## src/rtl/spi_master_frame.sv

```systemverilog
// SPI master that shifts one N-bit frame (MSB first) per accepted start.
// It supports all four CPOL/CPHA modes and a runtime SCLK divider.
module spi_master_frame #(
    parameter int BYTES = 1,
    parameter int NCS   = 1,
    parameter int DIVW  = 8,
    localparam int N    = 8 * BYTES,
    localparam int CSW  = (NCS > 1) ? $clog2(NCS) : 1
) (
    input  logic            clk,
    input  logic            reset_n,
    input  logic            start,
    input  logic [CSW-1:0]  cs_sel,
    input  logic [1:0]      mode,
    input  logic [DIVW-1:0] div,
    input  logic [N-1:0]    mdat,
    output logic            busy,
    output logic            done,
    output logic [N-1:0]    sdat,
    output logic            sclk,
    output logic            mosi,
    input  logic            miso,
    output logic [NCS-1:0]  cs_n
);

    // state | meaning
    // IDLE  | waiting for start, cs_n high, sclk at CPOL
    // SETUP | cs asserted, one half-period before the first SCLK edge
    // XFER  | 2N SCLK edges, one every H clk cycles
    // HOLD  | one half-period after the last edge before cs release
    localparam logic [1:0] IDLE  = 2'd0;
    localparam logic [1:0] SETUP = 2'd1;
    localparam logic [1:0] XFER  = 2'd2;
    localparam logic [1:0] HOLD  = 2'd3;

    localparam int ECW = $clog2(2 * N);

    logic [1:0]      state;
    logic [DIVW-1:0] cnt;
    logic [DIVW-1:0] div_q;
    logic [ECW-1:0]  edge_cnt;
    logic            cpol;
    logic            cpha;
    logic [N-1:0]    tx;
    logic [N-1:0]    rx;
    logic [NCS-1:0]  cs_dec;
    logic            lead_edge;
    logic            sample_edge;
    logic            last_edge;

    // Out-of-range cs_sel decodes to no active line; timing is unaffected.
    always_comb begin
        cs_dec = '1;
        for (int i = 0; i < NCS; i++) begin
            if (int'(cs_sel) == i) cs_dec[i] = 1'b0;
        end
    end

    // Even edge numbers move sclk away from CPOL (leading), odd ones return it.
    assign lead_edge   = ~edge_cnt[0];
    assign sample_edge = lead_edge ^ cpha;
    assign last_edge   = (edge_cnt == ECW'(2 * N - 1));

    always_ff @(posedge clk or negedge reset_n) begin
        if (!reset_n) begin
            state    <= IDLE;
            cnt      <= '0;
            div_q    <= '0;
            edge_cnt <= '0;
            cpol     <= 1'b0;
            cpha     <= 1'b0;
            tx       <= '0;
            rx       <= '0;
            sdat     <= '0;
            busy     <= 1'b0;
            done     <= 1'b0;
            sclk     <= 1'b0;
            mosi     <= 1'b0;
            cs_n     <= '1;
        end else begin
            done <= 1'b0;
            case (state)
                IDLE: begin
                    if (start) begin
                        state    <= SETUP;
                        busy     <= 1'b1;
                        div_q    <= div;
                        cnt      <= div;
                        edge_cnt <= '0;
                        cpol     <= mode[1];
                        cpha     <= mode[0];
                        sclk     <= mode[1];
                        cs_n     <= cs_dec;
                        // MSB is presented at CS assertion; with CPHA=1 the first
                        // leading edge re-drives it, so tx keeps it for that mode.
                        mosi     <= mdat[N-1];
                        tx       <= mode[0] ? mdat : {mdat[N-2:0], 1'b0};
                    end
                end
                SETUP: begin
                    if (cnt == '0) begin
                        state <= XFER;
                        cnt   <= div_q;
                    end else begin
                        cnt <= cnt - 1'b1;
                    end
                end
                XFER: begin
                    if (cnt == '0) begin
                        cnt      <= div_q;
                        sclk     <= ~sclk;
                        edge_cnt <= edge_cnt + 1'b1;
                        if (sample_edge) begin
                            rx <= {rx[N-2:0], miso};
                        end else if (!last_edge) begin
                            mosi <= tx[N-1];
                            tx   <= {tx[N-2:0], 1'b0};
                        end
                        if (last_edge) state <= HOLD;
                    end else begin
                        cnt <= cnt - 1'b1;
                    end
                end
                HOLD: begin
                    if (cnt == '0) begin
                        state <= IDLE;
                        busy  <= 1'b0;
                        done  <= 1'b1;
                        cs_n  <= '1;
                        mosi  <= 1'b0;
                        sdat  <= rx;
                    end else begin
                        cnt <= cnt - 1'b1;
                    end
                end
                default: state <= IDLE;
            endcase
        end
    end

endmodule

```

## config.mk

```make
export PLATFORM = sky130hd
export DESIGN_NAME = spi_master_frame
export DESIGN_NICKNAME = d
export VERILOG_FILES = /design/src/rtl/spi_master_frame.sv
export SDC_FILE = /design/constraint.sdc
export NUM_CORES = 1
export LEC_CHECK = 0
export BUFFER_PORTS_ARGS = -buffer_cell sky130_fd_sc_hd__clkbuf_2
export CAP_MARGIN = 20
export CORE_MARGIN = 3
export CORE_UTILIZATION = 43
export DETAILED_ROUTE_END_ITERATION = 10
export PLACE_DENSITY_LB_ADDON = 0.25
export SLEW_MARGIN = 20
export SYNTH_ARGS = -nofsm -noshare
export SYNTH_HDL_FRONTEND = slang
export SYNTH_SLANG_ARGS = --single-unit
```

## constraint.sdc

```tcl
create_clock -name clk -period 6.3 [get_ports clk]
set_input_delay 1.26 -clock clk [delete_from_list [all_inputs] [get_ports clk]]
set_output_delay 1.26 -clock clk [all_outputs]
set_load 0.03 [all_outputs]
```

==> flow_summary.toml <==
[logic_synthesis]
synth_area_leader_cell = "sky130_fd_sc_hd__dfrtp_1"
synth_enable_flop_cells = 0
syn-num-nets = 294
syn-mean-instance-area_um2 = 10.8
synth.ff_latch_count = 52
synth_cells = 264
area_contributors_post_synth = "sky130_fd_sc_hd__dfrtp_1, sky130_fd_sc_hd__mux2_2, sky130_fd_sc_hd__mux2i_1"
count_of_yosys_warnings_during_synthesis = 0
synth_ff_type = "sky130_fd_sc_hd__dfrtp_1"
yosysUniqueCellTypes = 53
async_reset_ff_frac = 1.00
yosysTopAreaCellShare = 0.450
yosysSeqAreaShare = 0.459
synth_area_um2 = 2840

[final_layout]
num-nets-final = 320
fin_cells = 366
layout_common_cells = "sky130_fd_sc_hd__dfrtp_1, sky130_fd_sc_hd__clkbuf_2, sky130_fd_sc_hd__mux2_2"
antenna_cells = 0
drive_above_1_share = 0.265
mostFrequentLayoutCell = "sky130_fd_sc_hd__dfrtp_1"
post-route-cell-area_um2 = 3140
synthToLayoutAreaGrowth_pct = 10.6

[sta]
post-route-period-util = 0.480
worst_slew_margin_rel = 0.418
finalSetupViolCount = 0
setup-tns-final_ps = 0
timing.final.ws_setup_ps = 3280
maxSlewViolCount = 0
post-route-min-period_ps = 3020
max_freq_ghz = 0.331
setup_repair_after_global_routing_missed_its_margin = "false"
final.setup_skew_ps = 15.2
timing.final.hold_violations = 0
worst_slew_pin_slew_ps = 873

[place]
gp_congestion = 0.775
dp_hpwl_mm = 4.20
placed_cell_count = 358
place_worst_setup_slack_ps = 3270
placed_cell_area_um2 = 3040
port_buffers = 35

[drt]
drt-wirelength-per-cell_um = 16.8
drc = 0
drt_wl_total_mm = 6.17
dr.pass1.iters = 5
route.antenna.remaining_nets = 0
drt_iter0_drc = 118
drt-vias-per-instance = 6.08
vias = 2224

[critical_path]
timing.critical_path.cells = "inv_1 -> ha_1 -> nand2_1 -> or2_2 -> o31a_1 -> a221o_1"
critical_path_peak_fanout = 24
critical_path.reg2reg.startpoint = "state[0]"
setup.worst_path.class = "reg -> reg"
worstSetupStartpoint = "state[0]"
cpPeakStageDelay_ps = 710
worst_path_max_delay_cell = "sky130_fd_sc_hd__ha_1"
timing.critical_path.required_ps = 6510
arrival_ps = 3230
startpoint_type = "flop"
critPathCaptureType = "flop"

[power]
power.ir.vdd_worst_mv = 0.130
cellLeakagePower_nw = 1.51
pwr_density_cell_nw_per_um2 = 181

[global_routing]
antenna_found_initial = 0
number_of_global_route_vias_before_repair = 2077
gr-usage-all-layers = 0.173
grt.met3_usage = 0.0378
gr-usage-met2 = 0.262
grt_max_degree = 53
grt_pass1_wl_mm = 10.4
grt_overflow_total = 0
global_route.usage.met1 = 0.249
busiest_layer = "met2"

[min_path]
hold_path_startpoint = "mosi"
worstHoldPathType = "reg -> reg"

[die]
dieWidth_um = 87.3
fp.dieH_um = 87.3
core_um2 = 6170
io_pins = 36
die-area_um2 = 7610
initial_utilization = 0.460
std_cell_rows = 28

[clocking]
ctsRootBufferMaster = "sky130_fd_sc_hd__clkbuf_8"
cts_tree = "yes"
cts_setup_buffers = 0
clk_pin_slew_ps = 110
cts_resized = 0
cts_sinks = 52
clockBufferDepth = 2
clock_insertion_delay_worst_skew_ps = 320
cts_inserted_buffers = 5
cts-htree-levels = 2
cts-hold-fix-buffers = 0

[run_status]
run_status = "complete, no violations"

[job]
maxCapViolCount = 0
Yosys cell counts (all sizes together), types with 6 or more instances:
library cell  count
dfrtp            51
o21ai            14
inv               8
nor2             14
a31oi             6
nand2b            7
mux2i            13
a221o             7
nor3              8
ha                7
nand2            12
clkbuf           15
nand3             7
a21oi             8
mux2             28
cell families after synthesis:
logic type / after synthesis / share of synthesized area
compound gates: 68 / 0.177
simple gates: 68 / 0.131
flops: 52 / 0.459
mux: 41 / 0.157
buf+inv: 25 / 0.0361
fa+ha+maj: 7 / 0.0308
xor+xnor: 3 / 0.00926
report_power, final:
part	internal [W]	switching, W
logic	0.00000978	0.0000146
registers	0.000334	0.000000860
clock network	0.0000841	0.000124
total	0.000428	0.000140
layout make-up:
cell class / count / area (um2)
Timing Repair Buffer: 36 / 183
Inverter: 8 / 30.0
Tap cell: 75 / 93.8
Multi-Input combinational cell: 187 / 1430
Clock inverter: 3 / 28.8
Fill cell: 577 / 3030
Clock buffer: 5 / 68.8
Sequential cell: 52 / 1300
routing by layer:
metal	vias up	share of wire
met5	-	0
met4	0	0.012
met3	6	0.059
met2	63	0.45
met1	1103	0.48
li1	1052	-
path summary, 6_finish.rpt:
check	end	slack, ps	cells after the start
max in group asynchronous	cnt[0]	4810	2
worst max register to register	tx[7]	3280	6
worst max-delay path	tx[7]	3280	6
worst min-delay path	mosi	500	1
min in group asynchronous	tx[3]	1040	2
worst min register to register	mosi	500	1
stage by stage:
stage | hold slack [ps] | total power (W) | utilization
floorplan | 473 | 0.000350 | -
global placement | 482 | 0.000367 | 0.494
detailed placement | 489 | 0.000367 | 0.494
CTS | 513 | 0.000575 | 0.509
global route | 530 | 0.000594 | 0.509
finish | 503 | 0.000568 | 0.509
critical path: cells and delay by family (launching register included):
kind / cells / cell delay (ps)
AND/OR/NAND/NOR: 2 / 1120
adder cells (fa/ha/maj): 1 / 710
AO/OA/AOI/OAI: 2 / 540
flip-flops: 1 / 430
buffers and inverters: 1 / 110
sequential cells by signal, summed over array words and instances, names as in the netlist:
name / flops
busy: 1
cnt: 8
cpha: 1
cs_n: 1
div_q: 8
done: 1
edge_cnt: 4
mosi: 1
rx: 8
sclk: 1
sdat: 8
state: 2
tx: 8
Power figures use the tool's default switching activity.
